<file path="src/rtl/pass_scheduler.sv">
`default_nettype none
// ============================================================================
// Module   : pass_scheduler
// Brief    : Sequences filter load, per-output MAC and psum write-back for a
//            1-D convolution pass; optional result viewer via RESULT_VIEW_EN.
// Revision : 1.0
// ============================================================================
module pass_scheduler #(
    parameter int FILT_LEN = 3,
    parameter int ADDR_W   = 8
) (
    input  logic              clk,
    input  logic              rst,
    input  logic              start,
    input  logic [ADDR_W-1:0] cfg_ifmap_len,
    output logic              busy,
    output logic              done,
    output logic              err,
    output logic              filt_rd_en,
    output logic [ADDR_W-1:0] filt_rd_addr,
    output logic              ifmap_rd_en,
    output logic [ADDR_W-1:0] ifmap_rd_addr,
    output logic              pe_filt_we,
    output logic [ADDR_W-1:0] pe_filt_idx,
    output logic              pe_acc_clr,
    output logic              pe_mac_en,
    output logic [ADDR_W-1:0] pe_tap_idx,
    input  logic              pe_psum_valid,
    output logic              psum_wr_en,
    output logic [ADDR_W-1:0] psum_wr_addr
`ifdef RESULT_VIEW_EN
    ,
    input  logic              btn_edge,
    output logic [ADDR_W-1:0] view_addr
`endif
);

    localparam logic [ADDR_W-1:0] c_FILT_LEN = ADDR_W'(FILT_LEN);
    localparam logic [ADDR_W-1:0] c_LAST_TAP = ADDR_W'(FILT_LEN - 1);

    typedef enum logic [2:0] {
        S_IDLE      = 3'd0,
        S_LOAD_FILT = 3'd1,
        S_CLEAR     = 3'd2,
        S_MAC       = 3'd3,
        S_WAIT_PSUM = 3'd4,
        S_WRITE     = 3'd5,
        S_FINISH    = 3'd6
    } state_t;

    state_t            r_state;
    logic [ADDR_W-1:0] r_tap;
    logic [ADDR_W-1:0] r_out_idx;
    logic [ADDR_W-1:0] r_n_out;
    logic [ADDR_W-1:0] w_next_out;
    logic              w_last_out;

    assign w_next_out = r_out_idx + 1'b1;
    assign w_last_out = !(w_next_out < r_n_out);

    always_ff @(posedge clk or negedge rst) begin
        if (!rst) begin
            r_state       <= S_IDLE;
            r_tap         <= '0;
            r_out_idx     <= '0;
            r_n_out       <= '0;
            busy          <= 1'b0;
            done          <= 1'b0;
            err           <= 1'b0;
            filt_rd_en    <= 1'b0;
            filt_rd_addr  <= '0;
            ifmap_rd_en   <= 1'b0;
            ifmap_rd_addr <= '0;
            pe_filt_we    <= 1'b0;
            pe_filt_idx   <= '0;
            pe_acc_clr    <= 1'b0;
            pe_mac_en     <= 1'b0;
            pe_tap_idx    <= '0;
            psum_wr_en    <= 1'b0;
            psum_wr_addr  <= '0;
        end else begin
            // Every strobe is a single-cycle pulse unless re-asserted below.
            done        <= 1'b0;
            filt_rd_en  <= 1'b0;
            ifmap_rd_en <= 1'b0;
            pe_filt_we  <= 1'b0;
            pe_acc_clr  <= 1'b0;
            pe_mac_en   <= 1'b0;
            psum_wr_en  <= 1'b0;
            case (r_state)
                S_IDLE: begin
                    if (start) begin
                        if (cfg_ifmap_len < c_FILT_LEN) begin
                            r_state <= S_FINISH;
                            done    <= 1'b1;
                            err     <= 1'b1;
                        end else begin
                            r_n_out      <= cfg_ifmap_len - c_FILT_LEN + 1'b1;
                            err          <= 1'b0;
                            busy         <= 1'b1;
                            r_state      <= S_LOAD_FILT;
                            r_tap        <= '0;
                            filt_rd_en   <= 1'b1;
                            filt_rd_addr <= '0;
                        end
                    end
                end
                S_LOAD_FILT: begin
                    // r_tap == FILT_LEN is the drain cycle carrying the last tap write.
                    if (r_tap < c_FILT_LEN) begin
                        pe_filt_we  <= 1'b1;
                        pe_filt_idx <= r_tap;
                        r_tap       <= r_tap + 1'b1;
                        if (r_tap != c_LAST_TAP) begin
                            filt_rd_en   <= 1'b1;
                            filt_rd_addr <= r_tap + 1'b1;
                        end
                    end else begin
                        r_state    <= S_CLEAR;
                        pe_acc_clr <= 1'b1;
                        r_out_idx  <= '0;
                    end
                end
                S_CLEAR: begin
                    r_state       <= S_MAC;
                    r_tap         <= '0;
                    ifmap_rd_en   <= 1'b1;
                    ifmap_rd_addr <= r_out_idx;
                end
                S_MAC: begin
                    if (r_tap < c_FILT_LEN) begin
                        pe_mac_en  <= 1'b1;
                        pe_tap_idx <= r_tap;
                        r_tap      <= r_tap + 1'b1;
                        if (r_tap != c_LAST_TAP) begin
                            ifmap_rd_en   <= 1'b1;
                            ifmap_rd_addr <= r_out_idx + r_tap + 1'b1;
                        end
                    end else begin
                        r_state <= S_WAIT_PSUM;
                    end
                end
                S_WAIT_PSUM: begin
                    if (pe_psum_valid) begin
                        r_state      <= S_WRITE;
                        psum_wr_en   <= 1'b1;
                        psum_wr_addr <= r_out_idx;
                    end
                end
                S_WRITE: begin
                    if (!w_last_out) begin
                        r_out_idx  <= w_next_out;
                        r_state    <= S_CLEAR;
                        pe_acc_clr <= 1'b1;
                    end else begin
                        r_state <= S_FINISH;
                        done    <= 1'b1;
                        busy    <= 1'b0;
                    end
                end
                S_FINISH: begin
                    r_state <= S_IDLE;
                end
                default: begin
                    r_state <= S_IDLE;
                end
            endcase
        end
    end

`ifdef RESULT_VIEW_EN
    logic r_view_ok;

    always_ff @(posedge clk or negedge rst) begin
        if (!rst) begin
            view_addr <= '0;
            r_view_ok <= 1'b0;
        end else if (r_state == S_WRITE && w_last_out) begin
            view_addr <= '0;
            r_view_ok <= 1'b1;
        end else if (r_state == S_IDLE && start) begin
            r_view_ok <= 1'b0;
        end else if (r_state == S_IDLE && btn_edge && r_view_ok) begin
            view_addr <= (view_addr == r_n_out - 1'b1) ? '0 : view_addr + 1'b1;
        end
    end
`else
    // Result viewer not built: no extra state.
`endif

endmodule
`default_nettype wire

</file>
<file path="config.mk">
export PLATFORM = sky130hd
export DESIGN_NAME = pass_scheduler
export DESIGN_NICKNAME = d
export VERILOG_FILES = /design/src/rtl/pass_scheduler.sv
export SDC_FILE = /design/constraint.sdc
export NUM_CORES = 1
export LEC_CHECK = 0
export CAP_MARGIN = 20
export CELL_PAD_IN_SITES_DETAIL_PLACEMENT = 1
export CELL_PAD_IN_SITES_GLOBAL_PLACEMENT = 1
export CORE_MARGIN = 10
export CORE_UTILIZATION = 45
export DETAILED_ROUTE_END_ITERATION = 10
export GPL_TIMING_DRIVEN = 0
export MAX_ROUTING_LAYER = met4
export PLACE_DENSITY_LB_ADDON = 0.1
export SETUP_SLACK_MARGIN = 0.5
export SYNTH_ARGS = -nofsm -noshare
export SYNTH_HDL_FRONTEND = slang
export SYNTH_SLANG_ARGS = --single-unit
</file>
<file path="constraint.sdc">
create_clock -name clk -period 7.37 [get_ports clk]
set_input_delay 1.474 -clock clk [delete_from_list [all_inputs] [get_ports clk]]
set_output_delay 1.474 -clock clk [all_outputs]
set_load 0.01 [all_outputs]
</file>
==> results.md <==
- Run status: finished clean
- Most frequent CP cell: nand2_1
- Sequential-to-total area share from yosys stat: roughly half
- Diode count: 0
- Final Non-Filler Cells: ~540
- First-pass GRT wire length: around 16 mm
- Synth Area in Adders: between 6 and 7%
- Final period util: between 40% and 50%
- Compound-cell area share of the yosys netlist: 13.0%
- Total design power: approximately 0.0014 W
- Final instance area: roughly 4600 sq um
- CP required: ~7.6 ns
- Critical path launch point type: primary input
- Cell at the root of the clock tree: clkbuf_8
- Core Box Area: about 7800 sq um
- Reg-to-reg startpoint: r_out_idx[2]$_DFFE_PN0P_
- Die W: 111 um
- EDFF count, synth: 0
- Cell row count: 32
- Grt met3 use: roughly 3.9%
- Worst rel slew slack: 46.7%
- FFs w/ async S/R, synth: 100%
- CP Capture Type: register
- Hold Path Origin: ifmap_rd_addr[6]$_DFFE_PN0P_
- Postcts setup bufs: 0
- Largest family of logic cells by synthesized area: simple AND/OR/NAND/NOR gates
- DRC Markers: 0
- GR Util met2: a little over a quarter
- PD cells: roughly 300 nW/um^2
- CTS resizes: 0
- Top-area cell type share of the netlist area: approximately half
- RR Endpoint: r_out_idx[4]$_DFFE_PN0P_
- GRT Total Usage: ~16%
- Post-DP Area: ~4400 sq um
- Worst path max stage delay: 0.52 ns
- Final setup margin: between 4 and 5 ns
- RSZ-0062 raised after global routing: no
- Final antenna-violating net count: 0
- CTS tree: built
- Setup WS pre-CTS: 3.84 ns
- Vias after detailed routing: around 2,900
- Initial antenna violation count: 0
- Mapped cell area: ~3700 sq um
- Die area: 12,200 sq um
- Routed wire length: 9.19 mm
- Most common cell after layout, fill and taps aside: dfrtp_1
- DR pass1 iterations: 4
- Post-synthesis cell type count: 49
- Slowest CP cell: nor4_1
- Syn Nets: 390
- Number of synthesized register bits: between 70 and 80
- Worst reg-to-reg setup slack: around 4.3 ns
- Clock tree sinks: 76
- Max H-tree Level: 3
- Top FF cell, synth: dfrtp_1
- Pin count of the biggest net entering global routing: a little over 50
- Worst-Skew Late Latency: between 0.3 and 0.4 ns
- Chip height: roughly 110 um
- Layout cells sized above 1: under 10%
- IO Pins: 61
- Hold-fix buffers, CTS: 0
- P_leak: around 2.2 nW
- Synth-to-Final Area Change: 24.6%
- Hold Path Class: reg2reg
- XOR/XNOR Fraction of Synth Area: roughly 3.3%
- GR peak layer: met2
- GR Layer Usage met1: roughly 18%
- CTS max path bufs: 2
- Simple-gate share of the synthesized area: 18.4%
- Routability congestion estimate from global placement: 0.838
- Initial Utilization: approximately 47%
- Drt initial violations: between 90 and 100
- Number of port buffers: 60
- Final hold violations: 0
- Setup TNS Final: 0 ns
- Final Critical Period: 3.17 ns
- Syn_area_per_cell: between 10 and 15 sq um
- WP data arrival: 3.42 ns
- Number of global-route vias before repair: 3,160
- Wire per inst: about 17 um
- Crit-path cells: clkdlybuf4s50_1 > nor4_1 > nand2_1 > nand3_1 > o21a_1 > buf_6 > nand2_1 > o41ai_1
- Clock Skews: ~0.013 ns
- Syn Inst Count: 359
- Final Setup Violations: 0
- WHS Path Cells: 1
- Max frequency: approximately 320 MHz
- Worst Tran Pin Value: slightly below 0.8 ns
- Area leader, netlist: dfrtp_1
- Max VDD drop: ~0.00012 V
- Commonest non-fill, non-tap cells in the layout: 76 x dfrtp_1, 59 x clkdlybuf4s50_1, 46 x nand2_1
- Ys Warns: 0
- Max Cap Violations: 0
- Num CTS Buffers: 9
- Placed Cells incl. Taps: 522
- Nets@finish: approximately 460
- HPWL reported at the end of detailed placement: 7.09 mm
- Critical path type: in2reg
- Crit-path max FO: 10
- Multiplexer share of the synthesized area: between 3 and 4%
- Hold endpoint: ifmap_rd_addr[6]$_DFFE_PN0P_
- Grt total ovfl: 0
- Vias per Instance: between 5 and 6
- Reg2reg path depth: 12
- Ranking of synthesized cells by area: dfrtp_1 52%, ha_1 6.1%, nand2_1 4.7%
- Clk slew on worst S/H paths: roughly 0.080 ns
- Final Max Tran Viols: 0
critical path, delay by kind of cell:
kind	cells	cell delay, ns
compound gates	2	0.28
buf+inv	2	0.61
simple gates	4	1.05
area by class of cell:
| class | instances | area [sq um] |
|---|---|---|
| buffer | 13 | 60.1 |
| tap | 102 | 128 |
| clock buffer | 9 | 124 |
| timing repair buffer | 61 | 626 |
| clock inverter | 5 | 31.3 |
| sequential | 76 | 1900 |
| fill | 890 | 3250 |
| multi-input combinational | 249 | 1650 |
| inverter | 21 | 78.8 |
power breakdown:
group	internal, W	leakage, nW	total (W)	switching [W]
registers	0.000501	1.01	0.000555	0.0000542
logic	0.000235	1.09	0.000572	0.000337
clock network	0.000117	0.0807	0.000271	0.000154
synth_stat cells, types with 4 or more instances:
library cell  instances
nand2_1              46
nand2b_1              5
xor2_1                7
a21oi_1              12
and2_1               20
mux2_2                9
inv_1                21
nor2_1               18
o21ai_0              28
clkbuf_1              9
ha_1                 18
xnor2_1               7
nor2b_1              10
nand3_1              11
a21o_1                5
dfrtp_1              76
a32o_1                4
o31ai_1               5
metal layers:
metal	part of all wire, %	wire (um)
met1	44	4070
met2	51	4660
met3	3.8	350
met4	1.1	104
met5	0	0
sequential cells by signal (all words and copies together), names as in the netlist:
signal and count:
filt_rd_en 1, err 1, pe_mac_en 1, pe_acc_clr 1, r_state 3, psum_wr_en 1
ifmap_rd_addr 8, pe_filt_we 1, r_tap 8, done 1, r_out_idx 8, pe_filt_idx 8
ifmap_rd_en 1, pe_tap_idx 8, r_n_out 8, psum_wr_addr 8, filt_rd_addr 8, busy 1
cells by family (layout without fill, tap and decap cells):
kind of cell / count (synthesis) / after routing
AO/OA/AOI/OAI: 73 / 73
XOR/XNOR: 14 / 14
adder cells (fa/ha/maj): 19 / 19
buffers and inverters: 34 / 109
flip-flops: 76 / 76
multiplexers: 11 / 11
AND/OR/NAND/NOR: 132 / 132
through the flow:
step	hold WS [ns]	utilization (%)
global placement	0.462	56.3
detailed placement	0.467	56.6
finish	0.478	58.6
global route	0.510	58.6
CTS	0.484	58.6
floorplan	0.440	-
how the worst max path moves through the flow:
stage                     startpoint                          end  slack (ns)  cells after the start
CTS                 cfg_ifmap_len[3]  filt_rd_addr[0]$_DFFE_PN0P_        4.20                      8
detailed placement  cfg_ifmap_len[3]  filt_rd_addr[1]$_DFFE_PN0P_        3.84                      8
global placement                 rst       r_n_out[6]$_DFFE_PN0P_        2.21                      1
floorplan           cfg_ifmap_len[6]  filt_rd_addr[0]$_DFFE_PN0P_        4.72                      7
finish              cfg_ifmap_len[3]  filt_rd_addr[0]$_DFFE_PN0P_        4.20                      8
global route        cfg_ifmap_len[3]  filt_rd_addr[0]$_DFFE_PN0P_        4.01                      8
No activity file was read; power rests on OpenSTA's default activity.
